## src/rtl/if_pkg.sv

```systemverilog
// Shared types for the IF stage: fetch FSM states, the queued fetch entry and
// PC arithmetic helpers.
package if_pkg;

  typedef enum logic [1:0] {
    RUN,
    STOPPING,
    HALT
  } fetch_state_t;

  typedef struct packed {
    logic [31:0] instn;
    logic [31:0] pc;
    logic [31:0] nextpc;
  } fetch_entry_t;

  localparam logic [31:0] PC_STEP = 32'd4;

  function automatic logic [31:0] sat_add32(input logic [31:0] a, input logic [31:0] b);
    logic [32:0] sum;
    sum = {1'b0, a} + {1'b0, b};
    return sum[32] ? 32'hFFFF_FFFF : sum[31:0];
  endfunction

endpackage

```

## src/rtl/fetch_queue.sv

```systemverilog
// Small synchronous FIFO of fetch entries with flush; flush wins over push/pop.
// Pointers wrap explicitly so DEPTH need not be a power of two.
module fetch_queue
  import if_pkg::*;
#(
  parameter int DEPTH = 2,
  parameter int CNTW  = 3
) (
  input  logic            clk,
  input  logic            reset,
  input  logic            flush,
  input  logic            push,
  input  fetch_entry_t    push_data,
  input  logic            pop,
  output fetch_entry_t    head,
  output logic            valid,
  output logic [CNTW-1:0] count
);

  localparam int PW = (DEPTH > 1) ? $clog2(DEPTH) : 1;

  fetch_entry_t    mem [DEPTH];
  logic [PW-1:0]   rd_ptr;
  logic [PW-1:0]   wr_ptr;

  function automatic logic [PW-1:0] bump(input logic [PW-1:0] p);
    return (p == PW'(DEPTH - 1)) ? '0 : p + PW'(1);
  endfunction

  // NOTE: state registers use non-blocking assignments so every flop samples pre-edge values.
  always_ff @(posedge clk or posedge reset) begin
    if (reset) begin
      rd_ptr <= '0;
      wr_ptr <= '0;
      count  <= '0;
    end else if (flush) begin
      rd_ptr <= '0;
      wr_ptr <= '0;
      count  <= '0;
    end else begin
      if (push) wr_ptr <= bump(wr_ptr);
      if (pop)  rd_ptr <= bump(rd_ptr);
      count <= count + CNTW'(push) - CNTW'(pop);
    end
  end

  // NOTE: storage is not reset; a stale head is never visible because outputs are masked by valid.
  always_ff @(posedge clk) begin
    if (push && !flush) mem[wr_ptr] <= push_data;
  end

  assign valid = (count != '0);
  assign head  = mem[rd_ptr];

endmodule

```

## src/rtl/pc_fetch_ctrl.sv

```systemverilog
// IF-stage fetch controller: PC, credit-based imem requests, in-order response queue,
// branch redirect with in-flight discard, halt PC. FETCH_PERF_CNT_EN adds perf counters.
module pc_fetch_ctrl
  import if_pkg::*;
#(
  parameter logic [31:0] RESET_PC = 32'h0000_0000,
  parameter logic [31:0] HALT_PC  = 32'd36,
  parameter int          QDEPTH   = 2,
  parameter int          CNTW     = 3
) (
  input  logic        clk,
  input  logic        reset,
  output logic        imem_req,
  output logic [31:0] imem_addr,
  input  logic        imem_rvalid,
  input  logic [31:0] imem_rdata,
  input  logic        branch_taken,
  input  logic [31:0] branch_target,
  output logic        if_valid,
  input  logic        if_ready,
  output logic [31:0] if_instn,
  output logic [31:0] if_pc,
  output logic [31:0] if_nextpc,
  output logic        halted
`ifdef FETCH_PERF_CNT_EN
  ,
  output logic [31:0] perf_fetched,
  output logic [31:0] perf_flushed
`endif
);

  fetch_state_t    state;
  logic [31:0]     pc;
  logic [31:0]     resp_pc;
  logic [CNTW-1:0] outstanding;
  logic [CNTW-1:0] drop;
  logic [CNTW-1:0] occupancy;
  logic [CNTW-1:0] out_nxt;
  logic [CNTW:0]   inflight;
  logic [31:0]     pc_nxt;
  logic [31:0]     target;
  logic            issue;
  logic            rsp;
  logic            rsp_keep;
  logic            pop;
  logic            q_valid;
  fetch_entry_t    q_head;
  fetch_entry_t    q_in;

  assign target   = branch_target & ~32'h3;
  assign inflight = {1'b0, occupancy} + {1'b0, outstanding};
  assign issue    = (state == RUN) && (pc != HALT_PC) &&
                    (inflight < (CNTW+1)'(QDEPTH)) && !branch_taken;
  assign imem_req  = issue && !reset;
  assign imem_addr = pc;

  // A response with nothing outstanding is a protocol error and is ignored.
  assign rsp      = imem_rvalid && (outstanding != '0);
  assign rsp_keep = rsp && (drop == '0) && !branch_taken;
  assign pop      = q_valid && if_ready && !branch_taken;

  assign q_in = '{instn: imem_rdata, pc: resp_pc, nextpc: resp_pc + PC_STEP};

  // NOTE: combinational blocks assign every output a default first so no latch is inferred.
  always_comb begin
    out_nxt = outstanding;
    if (issue) out_nxt = out_nxt + CNTW'(1);
    if (rsp)   out_nxt = out_nxt - CNTW'(1);
    pc_nxt = issue ? pc + PC_STEP : pc;
  end

  fetch_queue #(.DEPTH(QDEPTH), .CNTW(CNTW)) u_queue (
    .clk       (clk),
    .reset     (reset),
    .flush     (branch_taken),
    .push      (rsp_keep),
    .push_data (q_in),
    .pop       (pop),
    .head      (q_head),
    .valid     (q_valid),
    .count     (occupancy)
  );

  // resp_pc tags the next kept response; drops never advance it.
  always_ff @(posedge clk or posedge reset) begin
    if (reset) begin
      pc          <= RESET_PC;
      resp_pc     <= RESET_PC;
      outstanding <= '0;
      drop        <= '0;
    end else begin
      outstanding <= out_nxt;
      if (branch_taken) begin
        pc      <= target;
        resp_pc <= target;
        drop    <= out_nxt;
      end else begin
        pc <= pc_nxt;
        if (rsp_keep) resp_pc <= resp_pc + PC_STEP;
        if (rsp && (drop != '0)) drop <= drop - CNTW'(1);
      end
    end
  end

  always_ff @(posedge clk or posedge reset) begin
    if (reset) begin
      state  <= RUN;
      halted <= 1'b0;
    end else if (branch_taken) begin
      state  <= RUN;
      halted <= 1'b0;
    end else begin
      case (state)
        RUN:      if (pc_nxt == HALT_PC) state <= STOPPING;
        STOPPING: if ((occupancy == '0) && (outstanding == '0)) begin
          state  <= HALT;
          halted <= 1'b1;
        end
        default:  state <= HALT;
      endcase
    end
  end

  assign if_valid  = q_valid;
  assign if_instn  = q_valid ? q_head.instn  : '0;
  assign if_pc     = q_valid ? q_head.pc     : '0;
  assign if_nextpc = q_valid ? q_head.nextpc : '0;

`ifdef FETCH_PERF_CNT_EN
  logic [CNTW:0] flush_inc;

  // Redirects discard the whole queue plus any same-cycle response; later drops count one each.
  always_comb begin
    flush_inc = '0;
    if (branch_taken)             flush_inc = {1'b0, occupancy} + {{CNTW{1'b0}}, rsp};
    else if (rsp && (drop != '0)) flush_inc = (CNTW+1)'(1);
  end

  always_ff @(posedge clk or posedge reset) begin
    if (reset) begin
      perf_fetched <= '0;
      perf_flushed <= '0;
    end else begin
      if (pop) perf_fetched <= sat_add32(perf_fetched, 32'd1);
      perf_flushed <= sat_add32(perf_flushed, 32'(flush_inc));
    end
  end
`endif

  assert property (@(posedge clk) disable iff (reset) !(imem_rvalid && (outstanding == '0)));

endmodule

```

## config.mk

```make
export PLATFORM = sky130hd
export DESIGN_NAME = pc_fetch_ctrl
export DESIGN_NICKNAME = d
export VERILOG_FILES = /design/src/rtl/if_pkg.sv /design/src/rtl/fetch_queue.sv /design/src/rtl/pc_fetch_ctrl.sv
export SDC_FILE = /design/constraint.sdc
export NUM_CORES = 1
export LEC_CHECK = 0
export ABC_CLOCK_PERIOD_IN_PS = 7700
export CORE_UTILIZATION = 50
export CTS_BUF_LIST = sky130_fd_sc_hd__clkbuf_2
export DETAILED_ROUTE_END_ITERATION = 12
export HOLD_SLACK_MARGIN = 0.05
export PLACE_DENSITY = 0.91
export SKIP_CTS_REPAIR_TIMING = 1
export SKIP_LAST_GASP = 1
export SLEW_MARGIN = 20
export SYNTH_ARGS = -nofsm -noshare
export SYNTH_HDL_FRONTEND = slang
export SYNTH_SLANG_ARGS = --single-unit
```

## constraint.sdc

```tcl
create_clock -name clk -period 7.7 [get_ports clk]
set_input_delay 1.54 -clock clk [delete_from_list [all_inputs] [get_ports clk]]
set_output_delay 1.54 -clock clk [all_outputs]
set_load 0.1 [all_outputs]
```

# Word-level counts from Yosys, hierarchy flattened
# Memories as Yosys holds them, arrays and structs flattened.
# Cells that the tools add are included.
# totals
ram_bits,192
input_bits,69
reg_bits,78
elab_cells,81
memories,1
out_inout_bits,131
# memory_table
memory,words,width,read_ports,rd_clocked_by_memory_dff,write_ports,line,source
u_queue.mem,2,96,1,0,1,fetch_queue.sv:22,fetch_entry_t mem [DEPTH];
# classes
muxes,27
n_eq_ne,5
order_cmp,1
add_sub_neg,10
n_reduce_logical,28
# op_table
operator,n
$mux 32,7
$add 32x3->32 const B,2
$eq 32x6->1 const B,1
$ne 32x6->1 const B,1
$mux 3,5
$logic_and 1x1->1,12
$mux 1,11
$reduce_bool 2->1,5
$logic_not 3->1,3
$reduce_bool 3->1,3
$mux 2,3
$sub 3x1->3 const B,2
$add 3x3->4,1
$lt 4x2->1 const B,1
$pmux 2 s2,1
$reduce_and 2->1,2
$add 3x1->3,1
$add 3x1->3 const B,1
$ne 3x2->1 const B,1
$ne 3x3->1 const B,1
$sub 3x1->3,1
$add 1x1->1 const B,2
$eq 2x1->1 const B,1
$logic_not 1->1,2
$logic_not 2->1,1

# Logic depth before layout (Yosys ltp)
# Gate-level depths: netlist (run 1).
# logic_depth
depth_word,9
mapped_depth,15

# By module
# Synthesis (run 1) repeated with hierarchy kept, for this count alone.
# hier_totals
hier_cells,993
area_unflattened_um2,13021.2
# by_module_without_submodules
mod,cells_each,instances,area_each_um2
fetch_queue,322,1,7314.5
pc_fetch_ctrl,671,1,5706.7

# Least setup slack after synthesis (run 1)
# Ideal clock, no wire load.
# synth_path
kind,input-to-reg
startpoint,input port imem_rvalid
endpoint,"memory u_queue.mem[0][10] (netlist name), enable pin"
cell_stages,4
setup_ps,656
arrival_time_ps,8313
path_slack_ps,-1269
n_path_buf,1
cell_sequence,nand2_1 or2_2 clkbuf_1 nor3_1
# synth_via
elab_chain_len,6
# synth_lines
item,line,source
"start, declared",pc_fetch_ctrl.sv:15,"input logic imem_rvalid,"
$logic_and 1x1->1,pc_fetch_ctrl.sv:58,assign rsp = imem_rvalid && (outstanding != '0);
$logic_and 1x1->1 (2 in a row),pc_fetch_ctrl.sv:59,assign rsp_keep = rsp && (drop == '0) && !branch_taken;
$logic_and 1x1->1,fetch_queue.sv:49,if (push && !flush) mem[wr_ptr] <= push_data;
$mux 1,fetch_queue.sv:49,
$mux 1 (not written as such),fetch_queue.sv:49,
"end, declared",fetch_queue.sv:22,
# No other way between the ends.

# Worst setup path in the final report (run 1)
# layout_path
startpoint,input port branch_taken
endpoint,output port imem_req
# layout_via
elab_chain_len,3
# layout_lines
item,line,source
"start, declared",pc_fetch_ctrl.sv:17,"input logic branch_taken,"
$logic_not 1->1,pc_fetch_ctrl.sv:53,(inflight < (CNTW+1)'(QDEPTH)) && !branch_taken;
$logic_and 1x1->1,pc_fetch_ctrl.sv:53,
$logic_and 1x1->1,pc_fetch_ctrl.sv:54,assign imem_req = issue && !reset;
"end, declared",pc_fetch_ctrl.sv:13,"output logic imem_req,"
# No other way between the ends.

==> results of run 1 <==
[per-stage QoR]
step	utilization (%)	area (µm²)
after floorplan	-	12000
after global placement	60.2	14100
after detailed placement	60.2	14100
after CTS	62.7	14700
after global routing	62.7	14700
final	62.7	14700
[cells by family after synthesis]
| kind of cell | share of synthesized area, % |
|---|---|
| AOI/OAI and AO/OA | 3.25 |
| xor gates and xnor gates | 6.95 |
| adders and majority gates | 1.69 |
| buffers and inverters | 2.81 |
| DFF | 61.6 |
| muxes | 11.0 |
| other | 0.0313 |
| and+or+nand+nor | 12.6 |
[worst max path at each step]
stage | slack (ps) | depth (start not counted) | endpoint
detailed placement | 1780 | 7 | imem_req
CTS | 1770 | 7 | imem_req
global placement | 1750 | 7 | imem_req
global route | 1630 | 7 | imem_req
finish | 1750 | 7 | imem_req
floorplan | 1550 | 4 | u_queue.mem[0][10]$_DFFE_PP_
[synthesized netlist by cell type (all sizes together), types with 2 or more instances]
library cell / count / area share, %
ha: 13 / 1.4
o21ai: 9 / 0.38
nand3: 31 / 1.3
nor4b: 3 / 0.27
xnor2: 54 / 3.9
nor4: 10 / 0.70
o2111ai: 2 / 0.15
xor2: 41 / 3.0
and2: 6 / 0.32
mux2i: 95 / 7.9
a41oi: 2 / 0.15
nor2b: 5 / 0.26
clkbuf: 29 / 0.92
a31oi: 5 / 0.26
inv: 17 / 0.53
o21a: 4 / 0.25
mux2: 33 / 3.1
nand2: 54 / 1.7
a31o: 3 / 0.22
nand2b: 2 / 0.10
a21oi: 19 / 0.79
and3: 10 / 0.52
edfxtp: 184 / 46
dfrtp: 74 / 15
a211oi: 3 / 0.19
fa: 2 / 0.33
or2: 2 / 0.13
nor2: 146 / 4.7
o31ai: 5 / 0.31
or4: 5 / 0.34
a2111oi: 2 / 0.20
or3: 4 / 0.21
nand4: 21 / 1.1
nor3: 12 / 0.50
buf: 29 / 1.4
and4: 4 / 0.30
[flip-flops by register name (all words and copies together), names as in the netlist]
register	count
drop	3
halted	1
imem_addr	30
outstanding	3
resp_pc	30
state	2
u_queue.count	3
u_queue.mem	184
u_queue.rd_ptr	1
u_queue.wr_ptr	1
[cell type report]
| class | instances | area, µm² | area share, % |
|---|---|---|---|
| Clock inverter | 9 | 35.0 | 0.238 |
| Sequential cell | 258 | 7380 | 50.1 |
| Multi-Input combinational cell | 620 | 4300 | 29.2 |
| Timing Repair Buffer | 201 | 1990 | 13.5 |
| Tap cell | 319 | 399 | 2.71 |
| Inverter | 17 | 63.8 | 0.434 |
| Clock buffer | 109 | 546 | 3.71 |
| Antenna cell | 2 | 5.00 | 0.0340 |
[cells in the final DEF (no fill, tap or decap), types with 21 or more instances in the layout]
master	synthesis	layout
nand2_1	54	54
clkbuf_2	1	109
nand4_1	21	21
clkdlybuf4s50_1	0	191
nor2_1	144	144
dfrtp_1	74	73
nand3_1	30	30
edfxtp_1	184	184
mux2_2	33	33
xor2_1	41	41
mux2i_1	95	95
xnor2_1	54	54
[routing by layer]
layer  GRT usage [%]  wire length (µm)  vias to the layer above
met5               0                 0                        -
met4            12.3               991                        0
met3            4.74              2030                       58
met2            36.1             13300                      327
met1            28.9             11300                     3945
li1                -                 -                     3867
[where the power goes]
part           leakage [nW]  internal [mW]  total, mW  switching (mW)
Combinational          2.22          0.810       3.35            2.54
Sequential             2.53           1.64       1.82           0.187
Clock                 0.472          0.367      0.900           0.533
==> impl_metrics.yaml, run 1 <==
drt:
  ant_nets: 0
  drt-pass1-iter-count: 5
  routedWlPerCell_um: 18.0
  viasPerCell: 5.34
  drc: 0
  num_vias: 8197
  drt_iter0_markers: 832
  routed_wl_um: 27700
timing:
  slew_violations: 0
  timing.fmax_mhz: 168
  holdWs_ps: 535
  finClkSkew_ps: 52.3
  tightest_slew_ps: 1070
  worst_slack_ps: 1750
  finalHoldViolations: 0
  relSlewSlack_pct: 28.1
  tns_ps: 0
  rsz0062_at_grt: "no"
  setup-violations-final: 0
  fin_crit_ps: 5950
  min_period_over_period_pct: 77.3
floorplan:
  io_pins: 200
  rows: 56
  die_area_mm2: 0.0246
  die_w_um: 157
  die_h_um: 157
  core_area_mm2: 0.0235
  start_util_pct: 51.0
flow_run:
  max_cap_viol_count: 0
placement:
  dp_hpwl_um: 18200
  preCtsSetupSlack_ps: 1780
  gp_congestion: 0.891
  dp_cells: 1415
  io_buffers: 191
synthesis:
  ys_seq_elements: 258
  seq_area_frac_synth_pct: 61.6
  async_flop_share_pct: 28.7
  syn-mean-instance-area_um2: 12.6
  synth_warnings: 0
  mappedNetlistArea_mm2: 0.0120
  synth_flop_cell: "edfxtp_1"
  synth_cell_type_count: 61
  synthesis.instances: 948
  synth_edf_count: 184
critical_path:
  crit_type: "in2out"
  cp-end-kind: "output port"
  slowest_delay_ps: 1140
  path_cells: "clkdlybuf4s50_1 -> buf_4 -> nor2_1 -> nand4_1 -> or2_4 -> nor2_1 -> clkdlybuf4s50_1"
  crit_path_start_kind: "input pin"
  arrival_ps: 4410
  reg2reg_slack_ps: 3820
  reg2regPathDepth: 14
  timing.rr.end: "drop[2]$_DFFE_PP0P_"
  startpoint: "branch_taken"
  r2r_start: "u_queue.count[1]$_DFF_PP0_"
  crit_fanout: 28
  path_delay_family: "buffers and inverters"
  cp.required_ps: 6160
  cp_num_buf_inv: 3
  cpMaxStageDelayCell: "clkdlybuf4s50_1"
grt:
  antenna_found_initial: 1
  grt_max_degree: 94
  grt_usage_pct: 22.6
  grt_pass1_vias: 8063
  grt_pass1_wl_um: 42400
  grt-ovfl-total: 0
final_layout:
  instances_no_fill: 1535
  fillers: 1810
  drive_gt1_share_pct: 14.4
  syn_to_final_growth_pct: 22.9
  nets: 1251
pwr:
  p_leak_nw: 5.22
  finalPower_mw: 6.07
  ir_drop_mv: 0.520
  p_per_area_mw_per_mm2: 413
status:
  outcome: "completed"
clock_network:
  insertion_delay_ps: 780
  clkSinkCount: 258
  htree_levels: 3
  clk_pin_slew_ps: 110
  clk_path_buf_depth: 3
  cts_tree: "built"
  cts_buffers: 69
  root_buffer: "clkbuf_2"
worst_hold_path:
  hold_start: "resp_pc[3]$_DFFE_PP0N_"
  hold_end: "u_queue.mem[1][35]$_DFFE_PP_"
  hold_class: "reg2reg"
  holdPathStages: 0
Power figures use the tool's default switching activity.
==> run 2, diff against run 1 <==
- ABC_CLOCK_PERIOD_IN_PS: 7700 -> 5500
- PLACE_DENSITY: 0.91 -> 0.88
- clock period: 7.7 -> 5.5 ns (I/O delays scaled with it)
==> impl_metrics.yaml, run 2 (same netlist as run 1, synthesis figures left out) <==
worst_hold_path:
  hold_start: "halted$_DFFE_PP0P_"
  holdPathStages: 2
  hold_end: "halted$_DFFE_PP0P_"
  hold_class: "reg2reg"
floorplan:
  rows: 56
  die_area_mm2: 0.0246
  die_h_um: 157
  io_pins: 200
  die_w_um: 157
  core_area_mm2: 0.0235
  start_util_pct: 51.0
clock_network:
  clk_path_buf_depth: 3
  root_buffer: "clkbuf_2"
  htree_levels: 2
  clkSinkCount: 258
  clk_pin_slew_ps: 110
  cts_buffers: 61
  insertion_delay_ps: 860
  cts_tree: "built"
timing:
  finalHoldViolations: 0
  finClkSkew_ps: 52.0
  rsz0062_at_grt: "no"
  timing.fmax_mhz: 209
  relSlewSlack_pct: 28.7
  tightest_slew_ps: 1070
  min_period_over_period_pct: 87.0
  fin_crit_ps: 4780
  slew_violations: 0
  setup-violations-final: 0
  tns_ps: 0
status:
  outcome: "completed"
drt:
  ant_nets: 0
  drt-pass1-iter-count: 5
  viasPerCell: 5.32
  routed_wl_um: 27400
  routedWlPerCell_um: 17.9
  drt_iter0_markers: 522
  num_vias: 8158
  drc: 0
pwr:
  pwr-share-clk_pct: 14.9
  p_sw_share_pct: 53.6
  combPwrFrac_pct: 55.4
  ir_drop_mv: 0.454
  p_leak_nw: 5.20
  p_sw_mw: 4.58
  p_int_mw: 3.96
  power_frac_seq_pct: 29.6
  p_per_area_mw_per_mm2: 578
  finalPower_mw: 8.54
grt:
  grt_pass1_vias: 8173
  grt_usage_pct: 22.6
  grt_max_degree: 68
  grt_pass1_wl_um: 42700
  antenna_found_initial: 1
  grt-ovfl-total: 0
critical_path:
  r2r_start: "u_queue.count[1]$_DFF_PP0_"
  timing.rr.end: "state[0]$_DFFE_PP0P_"
  reg2regPathDepth: 10
  reg2reg_slack_ps: 1990
  crit_fanout: 53
  crit_type: "reg2out"
  cp.required_ps: 4400
  arrival_ps: 3680
  crit_path_start_kind: "flip-flop"
  cp-end-kind: "output port"
final_layout:
  largest_reg_flops: 184
  regMostFlops: "u_queue.mem"
  fillers: 1797
  syn_to_final_growth_pct: 23.4
  utilization_pct: 63.0
  final_cell_mix: "clkdlybuf4s50_1, edfxtp_1, nor2_1"
  drive_gt1_share_pct: 13.3
  final_common_cell: "clkdlybuf4s50_1"
  nets: 1246
placement:
  gp_congestion: 0.896
  dp_hpwl_um: 18400
  io_buffers: 191
flow_run:
  max_cap_viol_count: 0
run 2: final cells by class:
| type | count | area, µm² | share of cell area (%) |
|---|---|---|---|
| antenna | 2 | 5.00 | 0.0339 |
| inverter | 17 | 63.8 | 0.432 |
| clock buffer | 81 | 405 | 2.74 |
| timing repair buffer | 204 | 2030 | 13.7 |
| clock inverter | 32 | 190 | 1.29 |
| sequential | 258 | 7380 | 49.9 |
| multi-input combinational | 620 | 4300 | 29.1 |
| tap | 319 | 399 | 2.70 |
run 2: layer usage:
layer | vias up | global-route usage, % | routed length [µm] | share of wire, %
met4 | 0 | 9.01 | 667 | 2.4
met1 | 3935 | 28.7 | 11500 | 42
met5 | - | 0 | 0 | 0
met2 | 306 | 37.7 | 13500 | 49
met3 | 54 | 4.87 | 1750 | 6.4
li1 | 3863 | - | - | -
run 2: worst max path at each step:
stage	start	end	slack [ps]	depth (start not counted)
2_1_floorplan	imem_rvalid	u_queue.mem[1][10]$_DFFE_PP_	910	4
3_3_place_gp	branch_taken	imem_req	1480	6
3_5_place_dp	branch_taken	imem_req	1450	6
4_1_cts	u_queue.rd_ptr$_DFFE_PP0P_	if_nextpc[13]	620	4
5_1_grt	u_queue.rd_ptr$_DFFE_PP0P_	if_nextpc[20]	570	4
6_report	u_queue.rd_ptr$_DFFE_PP0P_	if_pc[28]	720	4
run 2: stage by stage:
step	hold WS [ps]	cells	area [µm²]	setup slack, ps
finish	551	1533	14800	716
global route	565	1532	14800	574
CTS	551	1531	14800	620
detailed placement	506	1418	14200	1450
global placement	511	1418	14200	1480
floorplan	437	953	12000	914
run 2: critical path: stages (launching register included):
cell	delay, ps
dfrtp_4	940
buf_12	390
mux2i_1	180
nor2_1	110
clkdlybuf4s50_1	1140
run 2: power by group through the flow:
| stage | sequential (mW) | combinational [mW] | clock (mW) |
|---|---|---|---|
| global route | 2.56 | 4.93 | 1.41 |
| global placement | 2.56 | 4.69 | 0 |
| CTS | 2.53 | 4.77 | 1.31 |
| detailed placement | 2.57 | 4.76 | 0 |
| finish | 2.53 | 4.74 | 1.28 |
| floorplan | 2.64 | 3.59 | 0 |
==> run 3, diff against run 2 <==
- ABC_CLOCK_PERIOD_IN_PS: 5500 -> 5000
- GPL_ROUTABILITY_DRIVEN: not set -> 0
- SKIP_CTS_REPAIR_TIMING: 1 -> not set
- clock period: 5.5 -> 5 ns (I/O delays scaled with it)
==> impl_metrics.yaml, run 3 (same netlist as run 1, synthesis figures left out) <==
timing:
  relSlewSlack_pct: 28.9
  finalHoldViolations: 0
  fin_crit_ps: 4480
  holdWs_ps: 551
  finClkSkew_ps: 65.2
  min_period_over_period_pct: 89.6
  tightest_slew_ps: 1060
  rsz0062_at_grt: "no"
  tns_ps: 0
  worst_slack_ps: 522
  slew_violations: 0
  timing.fmax_mhz: 223
  setup-violations-final: 0
drt:
  viasPerCell: 5.32
  num_vias: 8225
  drt-pass1-iter-count: 5
  drt_iter0_markers: 524
  wl_met1_um: 11200
  wl_met3_um: 2060
  highest_layer: "met4"
  ant_nets: 0
  drc: 0
  wl_met2_um: 13200
  routed_wl_um: 27300
  routedWlPerCell_um: 17.7
final_layout:
  regMostFlops: "u_queue.mem"
  nets: 1255
  drive_gt1_share_pct: 15.3
  final_cell_mix: "edfxtp_1, clkdlybuf4s50_1, nor2_1"
  instances_no_fill: 1545
  final_common_cell: "edfxtp_1"
  fin_area_mm2: 0.0149
  utilization_pct: 63.4
  fillers: 1775
  largest_reg_flops: 184
  syn_to_final_growth_pct: 24.2
critical_path:
  crit_type: "reg2out"
  slowest_delay_ps: 1150
  crit_path_start_kind: "flip-flop"
  cpMaxStageDelayCell: "clkdlybuf4s50_1"
  cp_num_buf_inv: 2
  arrival_ps: 3480
  cp-end-kind: "output port"
  crit_fanout: 37
  cp.required_ps: 4000
  path_delay_family: "buffers and inverters"
  path_cells: "buf_4 -> mux2i_1 -> nor2_1 -> clkdlybuf4s50_1"
grt:
  grt-ovfl-total: 0
  grt_max_degree: 94
  grt_pass1_vias: 7991
  grt_usage_pct: 22.2
  grt_pass1_wl_um: 41700
  antenna_found_initial: 1
floorplan:
  io_pins: 200
  core_area_mm2: 0.0235
  start_util_pct: 51.0
  rows: 56
  die_area_mm2: 0.0246
  die_h_um: 157
  die_w_um: 157
pwr:
  ir_drop_mv: 0.465
  p_per_area_mw_per_mm2: 641
  finalPower_mw: 9.53
  p_leak_nw: 5.31
clock_network:
  cts_buffers: 67
  clk_path_buf_depth: 3
  cts_hold_repair.buffers: 0
  cts_setup_buffers: 0
  cts_tree: "built"
  root_buffer: "clkbuf_2"
  clk_pin_slew_ps: 100
  insertion_delay_ps: 800
  htree_levels: 3
  cts_resized: 0
  clkSinkCount: 258
flow_run:
  max_cap_viol_count: 0
placement:
  io_buffers: 191
  dp_cells: 1421
  postPlaceCellArea_mm2: 0.0142
  preCtsSetupSlack_ps: 1190
  dp_hpwl_um: 18200
status:
  outcome: "completed"
worst_hold_path:
  hold_class: "reg2reg"
-- run 3: final cells by class --
| type | instances | area [µm²] | share of cell area, % |
|---|---|---|---|
| well taps | 319 | 399 | 2.68 |
| clock buffers | 103 | 515 | 3.46 |
| diodes | 1 | 2.50 | 0.0168 |
| clock inverters | 20 | 156 | 1.05 |
| repair buffers | 207 | 2060 | 13.8 |
| multi-input cells | 620 | 4300 | 28.9 |
| inverters | 17 | 63.8 | 0.429 |
| flip-flops and latches | 258 | 7380 | 49.6 |
-- run 3: layer usage --
layer / track usage, % / vias up
li1: - / 3884
met1: 28.3 / 3931
met2: 35.9 / 348
met3: 5.23 / 62
met4: 10.1 / 0
met5: 0 / -
-- run 3: worst paths after layout --
path                                             from                           end  slack (ps)  cells past startpoint
hold reg to reg                resp_pc[7]$_DFFE_PP0N_  u_queue.mem[1][39]$_DFFE_PP_         550                      0
setup / recovery           u_queue.rd_ptr$_DFFE_PP0P_                  if_instn[11]         520                      4
hold / removal                 resp_pc[7]$_DFFE_PP0N_  u_queue.mem[1][39]$_DFFE_PP_         550                      0
setup reg to reg           u_queue.count[1]$_DFF_PP0_           drop[2]$_DFFE_PP0P_        1520                     14
max in group asynchronous                       reset       resp_pc[12]$_DFFE_PP0N_        3290                      3
min in group asynchronous                       reset        imem_addr[4]$_DFF_PP0_         630                      2
-- run 3: power by group --
part	leakage [nW]	switching, mW	internal [mW]	total (mW)
Sequential	2.53	0.261	2.52	2.78
Clock	0.504	0.849	0.701	1.55
Combinational	2.28	3.93	1.28	5.20
Total	5.31	5.04	4.50	9.53
-- run 3: worst reg2reg max path, cell delays in order (launching register included) --
cell and delay [ps]:
dfrtp_1 440, inv_1 130, fa_1 420, nor2_1 100, a31o_2 160, nand4_1 400, nor2_1 480, buf_4 260
mux2i_1 260, ha_1 170, nand2_1 50, xor2_1 150, xor2_1 190, nand2_1 70, o21ai_0 80
